===== config.mk =====
export PLATFORM = sky130hd
export DESIGN_NAME = flopr
export DESIGN_NICKNAME = d
export VERILOG_FILES = /design/src/rtl/flopr.sv
export SDC_FILE = /design/constraint.sdc
export NUM_CORES = 1
export LEC_CHECK = 0
export ABC_AREA = 0
export CAP_MARGIN = 20
export CORE_ASPECT_RATIO = 1.25
export CORE_MARGIN = 2
export CORE_UTILIZATION = 37
export DETAILED_ROUTE_END_ITERATION = 16
export PLACE_DENSITY = 0.8
export SLEW_MARGIN = 40
export SYNTH_ARGS = -nofsm -noshare
export SYNTH_HDL_FRONTEND = slang
export SYNTH_SLANG_ARGS = --single-unit

===== constraint.sdc =====
create_clock -name clk -period 1.55 [get_ports clk]
set_input_delay 0.31 -clock clk [delete_from_list [all_inputs] [get_ports clk]]
set_output_delay 0.31 -clock clk [all_outputs]
set_load 0.05 [all_outputs]

===== src/rtl/flopr.sv =====
// Resettable register: WIDTH-bit D flip-flop bank with synchronous, active-high reset.
// q comes straight from the flops, so there is no combinational path from d or reset to q.
`timescale 1ns/1ps

module flopr #(
   parameter int               WIDTH       = 64,
   parameter logic [WIDTH-1:0] RESET_VALUE = '0
) (
   input  logic             clk,
   input  logic             reset,
   input  logic [WIDTH-1:0] d,
   output logic [WIDTH-1:0] q
);

   // Reset wins over d at the same edge; both are only looked at on the rising edge.
   always_ff @(posedge clk) begin
      if (reset) begin
         q <= RESET_VALUE;
      end else begin
         q <= d;
      end
   end

endmodule


==> reports/qor.yml, run 1 <==
global_routing:
  grt_max_degree: 35
  grt_pass1_wl_mm: 6.04
  grt_pass1_vias: 1342
  grt_util_all_layers_pct: 14.6
  grt_overflow: 0
  antenna_found_initial: 0
place:
  portBuffers: 129
  placed_cells: 321
  dp_hpwl_mm: 3.00
  dp_slack_ns: 0.554
  finalWeightedCongestion: 0.653
  post_dp_cell_area_um2: 3080
detailed_routing:
  drt-pass1-iter-count: 2
  routed_wl_mm: 4.17
  postRouteAntennaNets: 0
  wl_per_cell_um: 12.4
  vias: 1390
  via_per_inst: 4.14
  drcViolationCount: 0
  drt_iter0_drc: 50
worst_setup_path:
  crit_arrival_ns: 0.84
  critPathBufInv: 1
  end_kind: "primary output"
  cp_data_required_time_ns: 1.24
  crit_slowest_cell: "dfxtp_1"
  critical-path-max-stage-delay_ns: 0.32
  path_class: "flip-flop to primary output"
  crit_path_start_kind: "flip-flop"
  worstPathMaxFanout: 1
  critPathTopFamily: "flip-flops"
  crit_path_cell_trace: "buf_4"
clocking:
  cts_tree: "built"
  cts.path.max_buffers: 2
  cts_buffers: 9
  clock-sinks: 64
  cts_max_level: 3
  ctsResizeCount: 0
  path_clk_slew_ns: 0.07
  post-cts-setup-buffers: 0
  postCtsHoldBufs: 0
  root_buffer: "clkbuf_8"
floorplan:
  coreArea_um2: 5040
  rows: 29
  boundaryPins: 130
  die_area_um2: 5780
  die_w_um: 68.4
  start_util_pct: 38.0
  fp.dieH_um: 84.5
timing:
  hold_viol: 0
  rsz0062_at_grt: "no"
  holdWs_ns: 0.419
  max_slew_margin_pct: 85.6
  min_period_ns: 1.15
  final.period_utilization_pct: 74.4
  fin_ws_ns: 0.397
  setup_tns_ns: 0
  setup_viol: 0
  max_freq_ghz: 0.867
  worstMarginPinSlew_ns: 0.216
  slew_viol_final: 0
synthesis:
  syn_inst: 135
  synth-seq-cells: 64
  yosysUniqueCellTypes: 5
  syn_avg_cell_area_um2: 14.2
  netlist_area_um2: 1920
  syn-num-nets: 201
  ys_seq_area_share_pct: 66.8
  synth_warnings: 0
final_layout:
  layout_common_cells: "buf_4, clkdlybuf4s50_1, dfxtp_1"
  final_cell_count_no_fill: 336
  design_area_um2: 3300
  reg_top3: "q (64)"
  syn2layout_area_growth_pct: 72.0
  regMostFlops: "q"
  multiInputGateArea_um2: 551
  drive_gt1_share_pct: 51.5
  nets: 336
  diodes: 0
  final_common_cell: "buf_4"
  seq_area_um2: 1280
  fin_util_pct: 65.4
  largest_register_ffs: 64
  n_fill_cell: 420
power_and_ir_drop:
  power_density_nw_per_um2: 1230
  power_mw: 4.06
  ir_drop_uv: 725
  leakage_nw: 1.45
run_status:
  status: "finished clean"
min_path:
  holdPathEnd: "q[22]$_SDFF_PP0_"
  min_from: "reset"
  worstHoldPathType: "primary input to flip-flop"
  hold_depth: 3
flow_run:
  drv_cap: 0
-- report_power, final --
group / internal [mW] / leakage (nW) / switching, mW / total, mW
logic: 0.323 / 0.804 / 0.418 / 0.741
registers: 1.73 / 0.533 / 0.0218 / 1.76
clock network: 0.983 / 0.112 / 0.585 / 1.57
-- cell usage after synthesis, drive strengths merged --
library cell	instances	area, µm²
dfxtp	64	1280
nor2b	64	551
buf	7	86.3
-- logic make-up (layout without fill, tap and decap cells) --
logic type             after synthesis  in the layout  share of synthesized area [%]
buffers and inverters                7            146                           4.50
flip-flops                          64             64                           66.8
AND/OR/NAND/NOR                     64             64                           28.7
-- area by class of cell --
type,instances,share of cell area (%)
timing repair buffer,131,35.4
clock buffer,12,4.70
clock inverter,3,1.97
multi-input combinational,64,16.7
sequential,64,38.8
tap,62,2.35
-- routing by layer --
| metal | vias up | track usage [%] | part of all wire (%) |
|---|---|---|---|
| li1 | 671 | - | - |
| met1 | 629 | 14.3 | 34 |
| met2 | 80 | 23.7 | 51 |
| met3 | 10 | 6.43 | 12 |
| met4 | 0 | 10.0 | 2.8 |
| met5 | - | 0 | 0 |
-- how the worst max path moves through the flow --
stage	from	to	slack, ns	cells past startpoint
3_3_place_gp	d[19]	q[19]$_SDFF_PP0_	0.57	2
6_report	q[2]$_SDFF_PP0_	q[2]	0.40	1
2_1_floorplan	q[0]$_SDFF_PP0_	q[0]	0.65	0
5_1_grt	q[56]$_SDFF_PP0_	q[56]	0.35	1
4_1_cts	q[56]$_SDFF_PP0_	q[56]	0.37	1
3_5_place_dp	d[24]	q[24]$_SDFF_PP0_	0.55	2
(Power assumes the default switching activity.)
==> run 2: changes to the inputs <==
- CORE_UTILIZATION: 37 -> 35
- PLACE_DENSITY: 0.8 -> 0.76
- clock period: 1.55 -> 1.2 ns (I/O delays scaled with it)
==> reports/qor.yml, run 2 (synthesis results as in run 1) <==
run_status:
  status: "finished clean"
final_layout:
  largest_register_ffs: 64  # unchanged
  diodes: 0  # unchanged
  nets: 337  # +0.30%
  reg_top3: "q (64)"
  syn2layout_area_growth_pct: 113
  layout_common_cells: "buf_12, clkdlybuf4s50_1, dfxtp_1"
  drive_gt1_share_pct: 51.4  # about the same
  final_common_cell: "buf_12"
  design_area_um2: 4090  # +24%
  fin_util_pct: 76.1  # +11 points
  regMostFlops: "q"
  final_cell_count_no_fill: 340  # +1.2%
clocking:
  cts.path.max_buffers: 2  # unchanged
  clock-sinks: 64  # unchanged
  cts_tree: "built"
  cts_buffers: 9  # unchanged
  root_buffer: "clkbuf_8"
  post-cts-setup-buffers: 0  # unchanged
  ctsResizeCount: 0  # unchanged
  path_clk_slew_ns: 0.07  # about the same
  cts_max_level: 3  # unchanged
  postCtsHoldBufs: 0  # unchanged
floorplan:
  die_w_um: 70.2  # +2.7%
  fp.dieH_um: 86.8  # +2.7%
  die_area_um2: 6090  # +5.4%
  rows: 30  # +3.4%
  start_util_pct: 35.7  # -2.3 points
  boundaryPins: 130  # unchanged
  coreArea_um2: 5370  # +6.4%
global_routing:
  met3_usage_pct: 4.77  # -1.7 points
  grtUsageMet2_pct: 28.8  # +5.1 points
  grt_max_degree: 21  # -40%
  grt_util_all_layers_pct: 16.2  # +1.6 points
  grt_overflow: 0  # unchanged
  grt.met1_usage_pct: 17.3  # +3.1 points
  grt_pass1_vias: 1432  # +6.7%
  grt_pass1_wl_mm: 7.47  # +24%
  antenna_found_initial: 0  # unchanged
  grt_busiest_layer: "met2"
detailed_routing:
  vias: 1365  # -1.8%
  drt-pass1-iter-count: 4  # +2
  drt_iter0_drc: 55  # +10%
  wl_per_cell_um: 13.7  # +10%
  postRouteAntennaNets: 0  # unchanged
  via_per_inst: 4.01  # -3.0%
  drcViolationCount: 0  # unchanged
  routed_wl_mm: 4.64  # +11%
min_path:
  hold_depth: 2  # -1
  holdPathEnd: "q[44]$_SDFF_PP0_"
  worstHoldPathType: "primary input to flip-flop"
  min_from: "reset"
worst_setup_path:
  crit_slowest_cell: "dfxtp_1"
  critPathTopFamily: "flip-flops"
  worstPathMaxFanout: 1  # unchanged
  critical-path-max-stage-delay_ns: 0.38  # +0.06 ns
  crit_arrival_ns: 0.85  # about the same
  path_class: "flip-flop to primary output"
  crit_path_start_kind: "flip-flop"
  end_kind: "primary output"
  cp_data_required_time_ns: 0.96  # -0.28 ns
  critPathBufInv: 1  # unchanged
  crit_path_cell_trace: "buf_12"
power_and_ir_drop:
  p_sw_share_pct: 26.6  # +1.3 points
  power_density_nw_per_um2: 1290  # +4.4%
  internal-power_mw: 3.86  # +27%
  power_frac_comb_pct: 23.8  # +5.6 points
  switchingPower_mw: 1.40  # +36%
  p_clk_share_pct: 31.8  # -6.8 points
  leakage_nw: 1.67  # +15%
  ir_drop_uv: 894  # +23%
  power_mw: 5.26  # +29%
  p_seq_share_pct: 44.4  # +1.2 points
timing:
  final.period_utilization_pct: 90.6
  hold_viol: 0  # unchanged
  setup_tns_ns: 0  # unchanged
  slew_viol_final: 0  # unchanged
  max_slew_margin_pct: 82.3  # -3.3 points
  setup_viol: 0  # unchanged
  min_period_ns: 1.09
  max_freq_ghz: 0.919
  fin_ws_ns: 0.112  # -0.285 ns
  worstMarginPinSlew_ns: 0.266  # +0.0499 ns
  rsz0062_at_grt: "no"
  holdWs_ns: 0.272  # -0.146 ns
place:
  portBuffers: 129  # unchanged
  dp_hpwl_mm: 3.75  # +25%
  post_dp_cell_area_um2: 3900  # +27%
  finalWeightedCongestion: 0.715  # +9.4%
  dp_slack_ns: 0.262  # -0.292 ns
  placed_cells: 324  # +0.93%
flow_run:
  drv_cap: 0  # unchanged
[run 2: changes by cell type in the layout (fill, tap and decap cells not counted)]
cell        delta
bufinv_16      -2
clkbuf_8       +1
clkbuf_1       +1
clkinvlp_4     +1
buf_12        +65
buf_4         -64
[run 2: how the worst max path moves through the flow]
stage	from	end	cells after the start	slack (ns)
after floorplan	q[0]$_SDFF_PP0_	q[0]	0	0.37
after global placement	d[11]	q[11]$_SDFF_PP0_	2	0.29
after detailed placement	d[10]	q[10]$_SDFF_PP0_	2	0.26
after CTS	q[10]$_SDFF_PP0_	q[10]	1	0.08
after global routing	q[10]$_SDFF_PP0_	q[10]	1	0.08
final	q[10]$_SDFF_PP0_	q[10]	1	0.11
[run 2: area by class of cell]
class,count,area [µm²]
multi-input cells,64,551
fillers,314,1280
clock inverters,2,12.5
well taps,64,80.1
repair buffers,132,1990
flip-flops and latches,64,1280
clock buffers,14,173
[run 2: power by group through the flow]
| stage | clock network, mW | logic (mW) | registers [mW] |
|---|---|---|---|
| after floorplan | 0 | 0.166 | 2.72 |
| after global placement | 0 | 1.24 | 2.38 |
| after detailed placement | 0 | 1.26 | 2.38 |
| after CTS | 1.72 | 1.26 | 2.34 |
| after global routing | 1.83 | 1.29 | 2.34 |
| final | 1.67 | 1.25 | 2.33 |
[run 2: metal layers]
layer | share of wire (%) | routed length [µm] | up-vias
met4 | 1.7 | 79 | 0
met3 | 7.8 | 364 | 7
met1 | 35 | 1610 | 608
met2 | 56 | 2590 | 75
met5 | 0 | 0 | -
li1 | - | - | 675
==> run 3: changes to the inputs <==
--- a/config.mk
+++ b/config.mk
@@ -7,10 +7,11 @@
 export LEC_CHECK = 0
 export ABC_AREA = 0
+export ABC_CLOCK_PERIOD_IN_PS = 1300
 export CAP_MARGIN = 20
 export CORE_ASPECT_RATIO = 1.25
 export CORE_MARGIN = 2
-export CORE_UTILIZATION = 35
+export CORE_UTILIZATION = 37
 export DETAILED_ROUTE_END_ITERATION = 16
-export PLACE_DENSITY = 0.76
+export PLACE_DENSITY = 0.8
 export SLEW_MARGIN = 40
 export SYNTH_ARGS = -nofsm -noshare
==> constraint.sdc (replaced) <==
create_clock -name clk -period 1.3 [get_ports clk]
set_input_delay 0.195 -clock clk [delete_from_list [all_inputs] [get_ports clk]]
set_output_delay 0.195 -clock clk [all_outputs]
set_load 0.05 [all_outputs]
==> reports/qor.yml, run 3 (synthesis results as in run 1) <==
run_status:
  status: "finished clean"
power_and_ir_drop:
  switchingPower_mw: 1.29  # -7.5%
  leakage_nw: 1.67  # about the same
  power_frac_comb_pct: 23.0  # -0.8 points
  p_sw_share_pct: 25.9  # -0.67 points
  power_density_nw_per_um2: 1220  # -4.9%
  internal-power_mw: 3.70  # -4.3%
  p_seq_share_pct: 43.2  # -1.2 points
  ir_drop_uv: 1010  # +13%
  p_clk_share_pct: 33.7  # +1.9 points
worst_setup_path:
  worstPathMaxFanout: 1  # unchanged
  crit_path_start_kind: "flip-flop"
  path_class: "flip-flop to primary output"
  crit_slowest_cell: "dfxtp_1"
  crit_path_cell_trace: "buf_12"
  critPathTopFamily: "flip-flops"
  cp_data_required_time_ns: 1.11  # +0.15 ns
  critical-path-max-stage-delay_ns: 0.38  # about the same
  critPathBufInv: 1  # unchanged
  crit_arrival_ns: 0.86  # about the same
  end_kind: "primary output"
floorplan:
  die_area_um2: 5780  # -5.1%
  start_util_pct: 38.0  # +2.3 points
  fp.dieH_um: 84.5  # -2.6%
  coreArea_um2: 5040  # -6.0%
  die_w_um: 68.4  # -2.6%
  boundaryPins: 130  # unchanged
  rows: 29  # -3.3%
clocking:
  path_clk_slew_ns: 0.06  # about the same
  cts.path.max_buffers: 2  # unchanged
  cts_buffers: 9  # unchanged
  ctsResizeCount: 0  # unchanged
  postCtsHoldBufs: 0  # unchanged
  root_buffer: "clkbuf_8"
  clock-sinks: 64  # unchanged
  post-cts-setup-buffers: 0  # unchanged
  cts_tree: "built"
  cts_max_level: 3  # unchanged
final_layout:
  diodes: 0  # unchanged
  drive_gt1_share_pct: 51.3  # -0.18 points
  layout_common_cells: "buf_12, clkdlybuf4s50_1, dfxtp_1"
  regMostFlops: "q"
  largest_register_ffs: 64  # unchanged
  final_common_cell: "buf_12"
  final_cell_count_no_fill: 337  # -0.88%
  syn2layout_area_growth_pct: 113
  n_fill_cell: 293  # -6.7%
  reg_top3: "q (64)"
  nets: 336  # -0.30%
timing:
  hold_viol: 0  # unchanged
  final.period_utilization_pct: 80.8
  rsz0062_at_grt: "no"
  slew_viol_final: 0  # unchanged
  holdWs_ns: 0.139  # -0.134 ns
  max_freq_ghz: 0.952
  setup_viol: 0  # unchanged
  worstMarginPinSlew_ns: 0.198  # -0.0680 ns
  setup_tns_ns: 0  # unchanged
  max_slew_margin_pct: 86.8  # +4.5 points
  min_period_ns: 1.05
detailed_routing:
  via_per_inst: 4.15  # +3.4%
  drt-pass1-iter-count: 2  # -2
  drcViolationCount: 0  # unchanged
  drt_iter0_drc: 40  # -27%
  vias: 1399  # +2.5%
  wl_per_cell_um: 14.8  # +8.5%
  postRouteAntennaNets: 0  # unchanged
  routed_wl_mm: 4.99  # +7.5%
min_path:
  worstHoldPathType: "primary input to flip-flop"
  min_from: "reset"
  holdPathEnd: "q[24]$_SDFF_PP0_"
  hold_depth: 2  # unchanged
place:
  dp_hpwl_mm: 3.85  # +2.6%
  portBuffers: 129  # unchanged
  placed_cells: 321  # -0.93%
  finalWeightedCongestion: 0.704  # -1.5%
global_routing:
  antenna_found_initial: 0  # unchanged
  grt_pass1_vias: 1539  # +7.5%
  grt_pass1_wl_mm: 7.68  # +2.8%
  grt_max_degree: 31  # +48%
  grt_util_all_layers_pct: 18.6  # +2.4 points
  grt_overflow: 0  # unchanged
flow_run:
  drv_cap: 0  # unchanged
-- run 3: changes by cell type in the layout (fill, tap and decap cells not counted) --
cell,change
buf_12,-1
bufinv_16,+1
clkbuf_8,-1
clkinv_2,+1
clkinvlp_4,-1
-- run 3: final cells by class --
type	count	area (µm²)	area share, %
timing repair buffer	131	1970	48.3
sequential	64	1280	31.4
multi-input combinational	64	551	13.5
clock buffer	13	159	3.90
tap	62	77.6	1.90
clock inverter	3	40.0	0.982
-- run 3: power groups by stage --
stage | Combinational (mW) | Sequential (mW) | Clock [mW]
after CTS | 1.16 | 2.16 | 1.73
after global routing | 1.19 | 2.16 | 1.83
final | 1.15 | 2.16 | 1.68
after detailed placement | 1.16 | 2.20 | 0
after floorplan | 0.153 | 2.51 | 0
after global placement | 1.14 | 2.19 | 0
-- run 3: worst max-delay path by stage --
stage,depth (start not counted),start,endpoint
floorplan,0,q[0]$_SDFF_PP0_,q[0]
global placement,2,d[56],q[56]$_SDFF_PP0_
detailed placement,2,d[43],q[43]$_SDFF_PP0_
CTS,1,q[11]$_SDFF_PP0_,q[11]
global route,1,q[11]$_SDFF_PP0_,q[11]
finish,1,q[19]$_SDFF_PP0_,q[19]
-- run 3: stage by stage --
step | util, % | setup WS, ns | total power, mW | cell area [µm²]
after global routing | 80.8 | 0.213 | 5.19 | 4080
after detailed placement | 76.9 | 0.417 | 3.36 | 3880
after CTS | 80.8 | 0.221 | 5.05 | 4080
after floorplan | - | 0.518 | 2.67 | 1920
final | 80.8 | 0.249 | 4.99 | 4080
after global placement | 76.9 | 0.431 | 3.33 | 3880
-- run 3: per-layer routing --
layer / up-vias / share of wire (%) / GRT usage (%)
li1: 673 / - / -
met1: 635 / 31 / 17.4
met2: 78 / 57 / 33.2
met3: 13 / 9.6 / 6.43
met4: 0 / 2.7 / 11.1
met5: - / 0 / 0
